## src/rtl/upg_loader_pkg.sv

```systemverilog
// Shared definitions for the UART programming loader: command bytes,
// FSM state encoding and the default memory geometry.
package upg_loader_pkg;

  localparam int UPG_ADDR_W = 14;

  // Bit of upg_adr_o that selects the region: 0 = IMEM, 1 = DMEM.
  localparam int UPG_REGION_BIT = UPG_ADDR_W;

  localparam logic [7:0] UPG_CMD_IMEM = 8'h00;
  localparam logic [7:0] UPG_CMD_DMEM = 8'h01;
  localparam logic [7:0] UPG_CMD_END  = 8'hFF;

  typedef enum logic [2:0] {
    ST_IDLE,
    ST_CNT_LO,
    ST_CNT_HI,
    ST_DATA,
    ST_DONE,
    ST_ERR
  } upg_state_t;

endpackage

```

## src/rtl/upg_loader_if.sv

```systemverilog
// Byte-stream input and memory write port of the programming loader.
// The loader connects to the slave side. The UART and memory side
// connects to the master side.
interface upg_loader_if #(
  parameter int ADDR_W = 14
);

  logic [7:0]    rx_data_i;
  logic          rx_valid_i;
  logic          upg_wen_o;
  logic [ADDR_W:0] upg_adr_o;
  logic [31:0]   upg_dat_o;
  logic          upg_done_o;
  logic          busy_o;
  logic          err_o;

  modport slave (
    input  rx_data_i, rx_valid_i,
    output upg_wen_o, upg_adr_o, upg_dat_o, upg_done_o, busy_o, err_o
  );

  modport master (
    output rx_data_i, rx_valid_i,
    input  upg_wen_o, upg_adr_o, upg_dat_o, upg_done_o, busy_o, err_o
  );

endinterface

```

## src/rtl/upg_word_packer.sv

```systemverilog
// Packs four bytes little-endian into a 32-bit word. The first byte ends up
// in bits 7:0. word_ready pulses for one cycle after the fourth byte is taken.
// During that cycle, word_o still holds the complete word, even if the next
// byte is being shifted in at the same time.
module upg_word_packer (
  input  logic        clk,
  input  logic        rst,
  input  logic        clr,
  input  logic        byte_valid,
  input  logic [7:0]  byte_data,
  output logic [31:0] word_o,
  output logic        word_ready
);

  logic [31:0] shreg_q;
  logic [1:0]  idx_q;
  logic        ready_q;

  // Shift bytes in from the top and flag completion of every fourth byte.
  always_ff @(posedge clk or posedge rst) begin
    if (rst) begin
      shreg_q <= '0;
      idx_q   <= '0;
      ready_q <= 1'b0;
    end else begin
      ready_q <= 1'b0;
      if (clr) begin
        shreg_q <= '0;
        idx_q   <= '0;
      end else if (byte_valid) begin
        shreg_q <= {byte_data, shreg_q[31:8]};
        idx_q   <= idx_q + 2'd1;
        ready_q <= (idx_q == 2'd3);
      end
    end
  end

  assign word_o     = shreg_q;
  assign word_ready = ready_q;

endmodule

```

## src/rtl/upg_loader.sv

```systemverilog
// UART-side programming initiator. It frames the byte stream into
// per-region bursts, packs the data into words and issues one memory write
// strobe per word, using an auto-incrementing word address.
module upg_loader
  import upg_loader_pkg::*;
#(
  parameter int         ADDR_W      = UPG_ADDR_W,
  parameter int         TIMEOUT_CYC = 1000000,
  parameter logic [7:0] CMD_IMEM    = UPG_CMD_IMEM,
  parameter logic [7:0] CMD_DMEM    = UPG_CMD_DMEM,
  parameter logic [7:0] CMD_END     = UPG_CMD_END
) (
  input  logic         upg_clk_i,
  input  logic         upg_rst_i,
  upg_loader_if.slave  bus
);

  localparam int          TO_W      = $clog2(TIMEOUT_CYC + 1);
  localparam logic [31:0] MAX_WORDS = 32'd1 << ADDR_W;

  upg_state_t        state_q, state_d;
  logic              region_q;
  logic [7:0]        cnt_lo_q;
  logic [15:0]       words_left_q;
  logic [ADDR_W-1:0] word_addr_q;
  logic [ADDR_W:0]   adr_hold_q;
  logic [31:0]       dat_hold_q;
  logic [TO_W-1:0]   to_cnt_q;

  logic [15:0] frame_cnt;
  logic        busy, wen, last_word, timeout, frame_start, cmd_accept;
  logic        pk_valid, pk_clr, pk_ready;
  logic [31:0] pk_word;

  function automatic upg_state_t decode_cmd(input logic [7:0] b);
    if (b == CMD_IMEM || b == CMD_DMEM) return ST_CNT_LO;
    if (b == CMD_END) return ST_DONE;
    return ST_ERR;
  endfunction

  assign frame_cnt = {bus.rx_data_i, cnt_lo_q};
  assign busy      = (state_q == ST_CNT_LO) || (state_q == ST_CNT_HI) || (state_q == ST_DATA);
  assign wen       = (state_q == ST_DATA) && pk_ready;
  assign last_word = wen && (words_left_q == 16'd1);
  // A command byte can arrive in the cycle of the final strobe. It is decoded
  // as if the loader were already idle, so the byte is not lost.
  assign cmd_accept  = bus.rx_valid_i && ((state_q == ST_IDLE) || last_word);
  assign timeout     = busy && !bus.rx_valid_i && !last_word &&
                       (to_cnt_q == TO_W'(TIMEOUT_CYC - 1));
  assign frame_start = bus.rx_valid_i && (state_q == ST_CNT_HI) &&
                       (frame_cnt != 16'd0) && ({16'd0, frame_cnt} <= MAX_WORDS);
  assign pk_valid    = bus.rx_valid_i && (state_q == ST_DATA) && !last_word;
  assign pk_clr      = frame_start || timeout;

  upg_word_packer u_packer (
    .clk        (upg_clk_i),
    .rst        (upg_rst_i),
    .clr        (pk_clr),
    .byte_valid (pk_valid),
    .byte_data  (bus.rx_data_i),
    .word_o     (pk_word),
    .word_ready (pk_ready)
  );

  // State register.
  always_ff @(posedge upg_clk_i or posedge upg_rst_i) begin
    if (upg_rst_i) state_q <= ST_IDLE;
    else           state_q <= state_d;
  end

  // Next-state decode. A timeout overrides everything else while a frame is open.
  always_comb begin
    state_d = state_q;
    if (timeout) begin
      state_d = ST_ERR;
    end else begin
      case (state_q)
        ST_IDLE:   if (bus.rx_valid_i) state_d = decode_cmd(bus.rx_data_i);
        ST_CNT_LO: if (bus.rx_valid_i) state_d = ST_CNT_HI;
        ST_CNT_HI: begin
          if (bus.rx_valid_i) begin
            if (frame_cnt == 16'd0) state_d = ST_IDLE;
            else if (frame_start)   state_d = ST_DATA;
            else                    state_d = ST_ERR;
          end
        end
        ST_DATA: begin
          if (last_word)
            state_d = bus.rx_valid_i ? decode_cmd(bus.rx_data_i) : ST_IDLE;
        end
        default: state_d = state_q;
      endcase
    end
  end

  // Region, count, address, output-hold and timeout registers.
  always_ff @(posedge upg_clk_i or posedge upg_rst_i) begin
    if (upg_rst_i) begin
      region_q     <= 1'b0;
      cnt_lo_q     <= '0;
      words_left_q <= '0;
      word_addr_q  <= '0;
      adr_hold_q   <= '0;
      dat_hold_q   <= '0;
      to_cnt_q     <= '0;
    end else begin
      if (cmd_accept && (bus.rx_data_i == CMD_IMEM || bus.rx_data_i == CMD_DMEM))
        region_q <= (bus.rx_data_i == CMD_DMEM);
      if (state_q == ST_CNT_LO && bus.rx_valid_i)
        cnt_lo_q <= bus.rx_data_i;
      if (frame_start) begin
        words_left_q <= frame_cnt;
        word_addr_q  <= '0;
      end else if (wen) begin
        words_left_q <= words_left_q - 16'd1;
        word_addr_q  <= word_addr_q + 1'b1;
        adr_hold_q   <= {region_q, word_addr_q};
        dat_hold_q   <= pk_word;
      end
      if (bus.rx_valid_i || !busy || timeout) to_cnt_q <= '0;
      else                                    to_cnt_q <= to_cnt_q + 1'b1;
    end
  end

  assign bus.upg_wen_o  = wen;
  assign bus.upg_adr_o  = wen ? {region_q, word_addr_q} : adr_hold_q;
  assign bus.upg_dat_o  = wen ? pk_word : dat_hold_q;
  assign bus.upg_done_o = (state_q == ST_DONE);
  assign bus.err_o      = (state_q == ST_ERR);
  assign bus.busy_o     = busy;

endmodule

```

## src/flat_wrapper.sv

```systemverilog
// flat-port wrapper written by rule: the top's interface ports become plain ports
module upg_loader_flat import upg_loader_pkg::*;
#(
  parameter int         ADDR_W      = UPG_ADDR_W,
  parameter int         TIMEOUT_CYC = 1000000,
  parameter logic [7:0] CMD_IMEM    = UPG_CMD_IMEM,
  parameter logic [7:0] CMD_DMEM    = UPG_CMD_DMEM,
  parameter logic [7:0] CMD_END     = UPG_CMD_END
)
  (upg_clk_i, upg_rst_i, bus_rx_data_i, bus_rx_valid_i, bus_upg_wen_o, bus_upg_adr_o, bus_upg_dat_o, bus_upg_done_o, bus_busy_o, bus_err_o);
  upg_loader_if #(.ADDR_W(ADDR_W)) bus_i ();
  input  logic upg_clk_i;
  input  logic upg_rst_i;
  input wire logic [$bits(bus_i.rx_data_i)-1:0] bus_rx_data_i;
  input wire logic [$bits(bus_i.rx_valid_i)-1:0] bus_rx_valid_i;
  output wire logic [$bits(bus_i.upg_wen_o)-1:0] bus_upg_wen_o;
  output wire logic [$bits(bus_i.upg_adr_o)-1:0] bus_upg_adr_o;
  output wire logic [$bits(bus_i.upg_dat_o)-1:0] bus_upg_dat_o;
  output wire logic [$bits(bus_i.upg_done_o)-1:0] bus_upg_done_o;
  output wire logic [$bits(bus_i.busy_o)-1:0] bus_busy_o;
  output wire logic [$bits(bus_i.err_o)-1:0] bus_err_o;
  assign bus_i.rx_data_i = bus_rx_data_i;
  assign bus_i.rx_valid_i = bus_rx_valid_i;
  assign bus_upg_wen_o = bus_i.upg_wen_o;
  assign bus_upg_adr_o = bus_i.upg_adr_o;
  assign bus_upg_dat_o = bus_i.upg_dat_o;
  assign bus_upg_done_o = bus_i.upg_done_o;
  assign bus_busy_o = bus_i.busy_o;
  assign bus_err_o = bus_i.err_o;
  upg_loader #(.ADDR_W(ADDR_W), .TIMEOUT_CYC(TIMEOUT_CYC), .CMD_IMEM(CMD_IMEM), .CMD_DMEM(CMD_DMEM), .CMD_END(CMD_END)) u_core (.upg_clk_i(upg_clk_i), .upg_rst_i(upg_rst_i), .bus(bus_i));
endmodule
```

## config.mk

```make
export PLATFORM = sky130hd
export DESIGN_NAME = upg_loader_flat
export DESIGN_NICKNAME = d
export VERILOG_FILES = /design/src/rtl/upg_loader_pkg.sv /design/src/rtl/upg_loader_if.sv /design/src/rtl/upg_word_packer.sv /design/src/rtl/upg_loader.sv /design/src/flat_wrapper.sv
export SDC_FILE = /design/constraint.sdc
export NUM_CORES = 1
export LEC_CHECK = 0
export ABC_AREA = 0
export ABC_CLOCK_PERIOD_IN_PS = 5830
export CORE_MARGIN = 4
export CORE_UTILIZATION = 57
export DETAILED_ROUTE_END_ITERATION = 10
export PLACE_DENSITY = 0.79
export SETUP_SLACK_MARGIN = 0.5
export SYNTH_ARGS = -nofsm -noshare
export SYNTH_HDL_FRONTEND = slang
export SYNTH_SLANG_ARGS = --single-unit
```

## constraint.sdc

```tcl
create_clock -name upg_clk_i -period 5.83 [get_ports upg_clk_i]
set_clock_uncertainty 0.1 [all_clocks]
set_input_delay 0.583 -clock upg_clk_i [delete_from_list [all_inputs] [get_ports upg_clk_i]]
set_output_delay 0.583 -clock upg_clk_i [all_outputs]
set_load 0.005 [all_outputs]
```

# == After elaboration in Yosys (flattened, before gate mapping) ==
# Cells that the tools add are included.
# word_totals
reg_bits,144
latch_bits,0
ram_bits,0
romBits,0
input_bits,11
out_inout_bits,51
wordCells,105
memories,0
# classes
addsub,4
multipliers,0
div,0
n_lt_le_gt_ge,1
eq_ne,14
shifts,0
muxes,44
bitwise,0
reduce_logical,31
# ops
op,count
2-to-1 mux 32 bit,3
2-to-1 mux 3 bit,14
2-to-1 mux 16 bit,2
2-to-1 mux 14 bit,2
"adder 20 x 1 -> 20 bit, second input constant",1
"equality test 20 bit, second input constant",1
2-to-1 mux 20 bit,1
2-to-1 mux 1 bit,18
"equality test 16 x 1 -> 1 bit, second input constant",1
"less-or-equal comparator 16 x 15 -> 1 bit, second input constant",1
logical NOT 16 bit,1
nonzero test 16 bit,1
"subtractor 16 x 1 -> 16 bit, second input constant",1
2-to-1 mux 15 bit,1
"adder 14 x 1 -> 14 bit, second input constant",1
logical AND 1 bit,13
one-hot mux 3 bit (4 select lines),1
"!= test 3 x 2 -> 1 bit, second input constant",3
"equality test 8 x 1 -> 1 bit, second input constant",1
"equality test 8 bit, second input constant",1
logical NOT 8 bit,1
logical OR 1 bit,7
"equality test 3 x 2 -> 1 bit, second input constant",2
"equality test 3 bit, second input constant",2
10 further kinds,14

# == Logic depth before layout (Yosys ltp) ==
# Gate-level depths: netlist of the first run.
# depth
depth_word,17
mapped_depth,9
depth_no_buf,7

# == Cells and area by module ==
# A second synthesis of the first run with hierarchy kept.
# hier_totals
cells_unflattened,715
hier_area_um2,6716.4
# by_module_without_submodules
mod,n_inst,cells_each,area_per_inst_um2,seq_area_each_um2
upg_loader,1,600,5256.3,2727.6
upg_word_packer,1,115,1460.2,875.8

# == Worst setup path after synthesis of the first run ==
# No wires, ideal clock.
# synth_path
kind,in2reg
startpoint,input bus_rx_data_i[7]
endpoint,register u_core.words_left_q[5]
setup_time_ps,126
t_arrival_ps,2446
required_ps,5604
path_slack_ps,3158
stages,6
n_path_buf,1
path_cell_list,or4_4 -> or4_4 -> a211oi_2 -> buf_4 -> o21ai_1 -> a221o_1
# synth_between
elab_chain_cells,4
elab_cells_between_ends,6
cone_classes,order compare: 1; mux: 1; reduce/logical: 4
# synth_rtl
item,line_no,text
start: declaration,flat_wrapper.sv:14,input wire logic [$bits(bus_i.rx_data_i)-1:0] bus_rx_data_i;
"parallel branches: the longest is 2 deep, another holds less-or-equal comparator 16 x 15 -> 1 bit",--,
logical AND 1 bit *,upg_loader.sv:51,"(frame_cnt != 16'd0) && ({16'd0, frame_cnt} <= MAX_WORDS);"
2-to-1 mux 16 bit / nonzero test 2 bit (equally long branches),--,
end signal: assignment,upg_loader.sv:112,words_left_q <= frame_cnt;
end signal: assignment,upg_loader.sv:115,words_left_q <= words_left_q - 16'd1;
end: declaration,upg_loader.sv:24,logic [15:0] words_left_q;
# Mark *: on every way between the ends.
# A chain may end at the register's enable or synchronous reset.

# == Worst setup path in the final report of the first run ==
# layout_path
startpoint,register u_core.state_q[2]
endpoint,output bus_upg_dat_o[21]
# layout_between
elab_chain_cells,3
# layout_rtl
item,line_no,text
start: declaration,upg_loader.sv:21,"upg_state_t state_q, state_d;"
start signal: assignment,upg_loader.sv:68,else state_q <= state_d;
equality test 3 x 2 -> 1 bit,upg_loader.sv:43,assign wen = (state_q == ST_DATA) && pk_ready;
logical AND 1 bit,upg_loader.sv:43,
2-to-1 mux 32 bit,upg_loader.sv:127,assign bus.upg_dat_o = wen ? pk_word : dat_hold_q;
end: declaration,flat_wrapper.sv:18,output wire logic [$bits(bus_i.upg_dat_o)-1:0] bus_upg_dat_o;
# No other way between the ends.

==> results of run 1 <==
[layer usage]
metal,GRT usage (%),vias to the layer above
met5,0,-
met2,37.8,149
li1,-,2566
met1,33.7,2591
met3,6.01,30
met4,7.82,0
[worst paths after layout]
| check | startpoint | to | slack [ns] |
|---|---|---|---|
| setup / recovery | u_core.state_q[2] | bus_upg_dat_o[21] | 2.38 |
| hold / removal | u_core.to_cnt_q[0] | u_core.to_cnt_q[0] | 0.37 |
| setup reg to reg | u_core.state_q[2] | u_core.u_packer.word_o[4] | 2.46 |
| hold reg to reg | u_core.to_cnt_q[0] | u_core.to_cnt_q[0] | 0.37 |
| max in group asynchronous | upg_rst_i | u_core.word_addr_q[4] | 3.86 |
| min in group asynchronous | upg_rst_i | u_core.adr_hold_q[5] | 0.62 |
[sequential cells by signal (all words and copies together) (netlist names)]
register	count
u_core.u_packer.word_o	32
u_core.to_cnt_q	20
u_core.u_packer.idx_q	2
u_core.state_q	3
u_core.region_q	1
u_core.u_packer.word_ready	1
u_core.word_addr_q	14
u_core.dat_hold_q	32
u_core.words_left_q	16
u_core.cnt_lo_q	8
u_core.adr_hold_q	15
[cell type report]
cell class                 instances  area [um2]  area share, %
clock buffer                      17         425           5.38
multi-input combinational        550        2820           35.7
tap                              140         175           2.22
sequential                       144        3600           45.6
timing repair buffer              67         656           8.29
clock inverter                    15         181           2.30
inverter                          10        42.5          0.538
[cell usage after synthesis (7+ instances only)]
| library cell | number | area, um2 |
|---|---|---|
| nand2_1 | 283 | 1060 |
| o21ai_0 | 13 | 65.1 |
| nor3_1 | 15 | 75.1 |
| nand3_1 | 10 | 50.1 |
| a21oi_1 | 38 | 190 |
| nand2b_1 | 7 | 43.8 |
| xor2_1 | 14 | 123 |
| nand4_1 | 11 | 68.8 |
| xnor2_1 | 16 | 140 |
| nor4_1 | 9 | 56.3 |
| buf_2 | 10 | 50.1 |
| a221o_1 | 9 | 90.1 |
| and3_1 | 9 | 56.3 |
| dfrtp_1 | 144 | 3600 |
| clkbuf_1 | 17 | 63.8 |
| nor2_1 | 48 | 180 |
| and2_1 | 7 | 43.8 |
| mux2_2 | 9 | 101 |
| inv_1 | 9 | 33.8 |
[worst register-to-register path, cell delays in order, from the launching register on]
cell,delay [ns]
dfrtp_1,0.46
nand4b_1,0.20
buf_4,0.31
or4_4,0.71
o2111ai_2,0.38
nand2b_1,0.72
a21oi_1,0.39
[stage by stage]
step	setup slack (ns)	utilization [%]
finish	2.38	71.4
global route	2.16	71.4
CTS	2.35	71.4
detailed placement	1.96	65.9
global placement	2.06	65.9
floorplan	1.28	-
[power by group through the flow]
stage | clock [uW] | combinational, uW | sequential, uW
CTS | 1130 | 206 | 1150
global placement | 0 | 196 | 1170
detailed placement | 0 | 204 | 1170
finish | 1120 | 204 | 1150
global route | 1180 | 230 | 1160
floorplan | 0 | 145 | 1130
[cell families (layout without fill, tap and decap cells)]
| family | after synthesis | after routing | share of synthesized area [%] |
|---|---|---|---|
| simple gates | 420 | 420 | 27.5 |
| flops | 144 | 144 | 54.7 |
| xor+xnor | 30 | 30 | 3.99 |
| buf+inv | 41 | 109 | 2.64 |
| compound gates | 86 | 86 | 8.70 |
| mux | 9 | 9 | 1.54 |
| fa+ha+maj | 5 | 5 | 0.950 |
==> summary.md, run 1 <==
| Metric | Value |
|---|---|
| FILL cells | 848 |
| RSZ-0062 raised after global routing | no |
| Synth Register Bits | 144 |
| Post-CTS Setup Inserts | 0 |
| Library cells used by synthesis | 52 |
| Cts bufs inserted | 17 |
| Levels on crit path | 7 |
| CP Class | flop to primary output |
| Slowest CP cell | buf_4 |
| Global route overflow | 0 |
| Largest net degree at the start of global routing | 97 |
| Clock Power Share | a little under half |
| Ys Warns | 0 |
| Initial antenna violation count | 0 |
| Min Tclk post-route | 3.45 ns |
| Final period utilization | 59.3% |
| H-tree lvl count | 4 |
| Setup crit end kind | primary output |
| Post-Synthesis Cells | 735 |
| Sequential Power Share | 46.6% |
| Number of flops mapped to enable cells by yosys | 0 |
| Crit path max fanout | 60 |
| Combinational group share of total power | 8.3% |
| Layout Cells excl Fill | 943 |
| Max_cap viols | 0 |
| Vias | approximately 5.3k |
| NetSw | 632 uW |
| Pwr Density | between 300 and 400 nW/um2 |
| Main flop type after synthesis | dfrtp_1 |
| Setup_tns | 0 ns |
| Clk Latency, worst-skew pair | around 0.42 ns |
| Arrival time worst endpoint | 2.77 ns |
| Status | complete, no violations |
| 1st-pass router iterations | 5 |
| Final Max Tran Viols | 0 |
| Post-route cell area | between 7000 and 8000 um2 |
| Worst slew margin | 17.3% |
| Nets | around 810 |
| DRC | 0 |
| Pwr Total | roughly 2500 uW |
| WL/cell | 15.9 um |
| HP Class | flop to flop |
| CTS root buffer | clkbuf_16 |
| Met3 WL | 742 um |
| Layout cells sized above 1 | 7.60% |
| Routed vias/inst | roughly 5.7 |
| Area grow syn2layout | 20.0% |
| RD Place Congestion | 0.929 |
| Sequence of cells on the critical path | nand4b_1 -> buf_4 -> clkinv_1 -> buf_4 -> nand2_1 -> nand2_1 -> clkdlybuf4s50_1 |
| Hold Fails Final Rpt | 0 |
| IO Pins | 62 |
| Final HPWL DP | 10100 um |
| Chip Height | about 120 um |
| Initial DRC count | 452 |
| Seq/Total Area, Yosys | between 50% and 60% |
| Switching Share | 25.5% |
| M1 wire length | 6820 um |
| Most frequent cells in the layout | nand2_1, dfrtp_1, clkdlybuf4s50_1 |
| CTS resizes | 0 |
| Initial Util | 59.5% |
| Post-Syn Area | 6590 um2 |
| Port Buffers | 61 |
| CTS Sinks | 144 |
| CP Launch Type | flop |
| Maximum clock insertion buffer count | 2 |
| Maximum VDD drop | 0.000253 V |
| Cts hold-fix bufs | 0 |
| Core area | 11100 um2 |
| Avg Inst Size Synth | 8.96 um2 |
| Clock input transition at the sequential cells of the worst setup and hold paths | 0.06 ns |
| Setup-failing EPs final | 0 |
| Post-route ant nets | 0 |
| Total GRT Usage | 24.2% |
| Net Count, Synth | around 750 |
| Leakage | 0.00384 uW |
| Hold Slack | 0.365 ns |
| Routed wire length | 15000 um |
| CP peak stage delay | ~0.50 ns |
| Slew @ Worst Pin | between 1 and 1.5 ns |
| Hold depth | 1 |
| Number of global-route vias before repair | 5262 |
| Dpl cells | between 900 and 1k |
| Largest delay contributor family on the critical path | buffers and inverters |
| R2R cell count | 6 |
| Top routing layer used | met4 |
| Row cnt | 38 |
| Commonest non-fill, non-tap cell in the layout | nand2_1 |
| Die span in x | ~120 um |
| Worst endpoint required time | approximately 5 ns |
| Synth async-reset ratio | between 90% and 100% |
| Critical path buffer and inverter count | 4 |
| First-pass GRT wire length | approximately 25000 um |
| Placed cell area | between 7000 and 8000 um2 |
| Routed met2 length | roughly 7200 um |
| Internal Power | between 1500 and 2000 uW |
| Fmax | 0.289 GHz |
| Die area | 13300 um2 |
| CTS tree | yes |
| Diode count | 0 |
No activity file was read; power rests on OpenSTA's default activity.
==> inputs of run 2 (changes only) <==
ABC_CLOCK_PERIOD_IN_PS = 3000   (was 5830)
CORE_UTILIZATION = 52   (was 57)
PLACE_DENSITY = 0.76   (was 0.79)
clock period = 3 ns   (was 5.83 ns; I/O delays follow)
==> run 2 against run 1 <==
Against the previous run: sequential share of layout area is 4.6 points lower; sequential power increased by 93%; flip-flop and latch count stayed put; wire length increased by 15%; setup slack worse by 2.0 ns; critical path type is now flop to flop; register-to-register slack lost 2.1 ns; first-iteration DRC count shrank 3.5%.
==> summary.md, run 2 (synthesized netlist as in run 1, its figures left out) <==
| Metric | Value |
|---|---|
| Status | complete, no violations |
| Global route overflow | 0 |
| Crit path max fanout | 6 |
| Cts bufs inserted | 17 |
| Layout cells sized above 1 | 16.6% |
| H-tree lvl count | 4 |
| Slowest CP cell | or4_4 |
| Maximum clock insertion buffer count | 2 |
| Setup_tns | 0 ns |
| RSZ-0062 raised after global routing | yes |
| Fmax | approximately 0.38 GHz |
| Most used cell, CP | or4_4 |
| Row cnt | 40 |
| CP Class | flop to flop |
| Clk Latency, worst-skew pair | 0.42 ns |
| Initial Util | a little over half |
| R2R cell count | 7 |
| Slew @ Worst Pin | 0.835 ns |
| Leakage | approximately 0.0048 uW |
| Pwr Density | 544 nW/um2 |
| Nets | 861 |
| Final period utilization | 86.6% |
| Final Util | 72.2% |
| Clock input transition at the sequential cells of the worst setup and hold paths | 0.06 ns |
| Hold Fails Final Rpt | 0 |
| Area grow syn2layout | 33.8% |
| HP Class | input port to asynchronous set/reset pin |
| Maximum VDD drop | 0.000355 V |
| Initial DRC count | 436 |
| Initial antenna violation count | 0 |
| Final Max Tran Viols | 0 |
| Setup crit end kind | flop |
| Port Buffers | 61 |
| Arrival time worst endpoint | 2.79 ns |
| Setup-failing EPs final | 0 |
| Chip Height | roughly 120 um |
| CTS root buffer | clkbuf_16 |
| Pwr Total | 4790 uW |
| IO Pins | 62 |
| Most frequent cells in the layout | nand2_1, dfrtp_1, a21oi_1 |
| Die area | 14500 um2 |
| Worst slew margin | 44.0% |
| Sequence of cells on the critical path | or4_4 -> or4_4 -> a211oi_4 -> buf_12 -> nor2_4 -> buf_6 -> a221o_1 |
| Commonest non-fill, non-tap cell in the layout | nand2_1 |
| Diode count | 0 |
| Routed vias/inst | about 5.6 |
| Vias | around 5.7k |
| WL/cell | ~17 um |
| Worst endpoint required time | around 3.2 ns |
| CTS tree | yes |
| DRC | 0 |
| 1st-pass router iterations | 5 |
| Number of global-route vias before repair | 5588 |
| Post-route ant nets | 0 |
| Final HPWL DP | 10600 um |
| CP peak stage delay | 0.52 ns |
| Max_cap viols | 0 |
| Routed wire length | 17300 um |
| Core area | 12200 um2 |
| Largest net degree at the start of global routing | 34 |
| Hold Slack | 0.205 ns |
| CTS Sinks | 144 |
| CP Launch Type | flop |
| Die span in x | ~120 um |
| Min Tclk post-route | 2.60 ns |
| First-pass GRT wire length | 27400 um |
| Total GRT Usage | 23.9% |
| RD Place Congestion | about 0.91 |
## run 2: changes by cell type in the layout (fill, tap and decap cells not counted), moves of 7 or more
cell,change
buf_12,+7
buf_4,+29
buf_6,+11
clkdlybuf4s50_1,-51
dlygate4sd2_1,+21
dlymetal6s2s_1,+29
inv_6,-7
nor2_1,-11
nor2_4,+8
## run 2: per-stage QoR
stage	cell area, um2	worst slack, ns	std cells
after floorplan	6590	0.565	735
after global placement	7510	0.0714	958
after detailed placement	7510	0.0373	958
after CTS	8450	0.446	1014
after global routing	8810	0.345	1026
final	8810	0.401	1026
## run 2: cell type report
cell class / instances / area (um2)
Tap cell: 168 / 210
Inverter: 10 / 53.8
Clock buffer: 21 / 450
Clock inverter: 11 / 115
Timing Repair Buffer: 121 / 1380
Sequential cell: 144 / 3610
Multi-Input combinational cell: 551 / 2990
Fill cell: 895 / 3400
## run 2: power breakdown
part	switching, uW	total (uW)	internal [uW]
clock	781	2020	1240
combinational	289	555	266
sequential	130	2220	2090
total	1200	4790	3590
## run 2: path summary, 6_finish.rpt
check                                      from                          to  slack, ns
setup / recovery             u_core.cnt_lo_q[2]     u_core.words_left_q[14]       0.40
hold / removal                        upg_rst_i       u_core.dat_hold_q[29]       0.21
setup reg to reg             u_core.cnt_lo_q[2]     u_core.words_left_q[14]       0.40
hold reg to reg            u_core.adr_hold_q[5]        u_core.adr_hold_q[5]       0.36
max in group asynchronous             upg_rst_i  u_core.u_packer.word_o[26]       1.82
min in group upg_clk_i         bus_rx_data_i[2]          u_core.cnt_lo_q[2]       0.21
## run 2: timing repair
action | 4_1_cts | 5_1_grt
pin swaps | 5 | 15
resized for setup | 53 | 74
setup endpoints to repair | 124 | 111
hold buffers | 0 | 0
cloned | 5 | 3
buffers inserted | 19 | 9
## run 2: per-layer routing
layer	global-route usage [%]	up-vias	wire length, um
met1	31.0	2818	7500
met2	39.4	176	8600
met3	5.38	37	789
met4	9.35	0	437
li1	-	2682	-
met5	0	-	0
## run 2: worst max-delay path, delay by kind of cell, from the launching register on
kind / cells / cell delay [ns]
buf+inv: 2 / 0.28
simple gates: 3 / 1.08
flops: 1 / 0.40
compound gates: 2 / 0.61
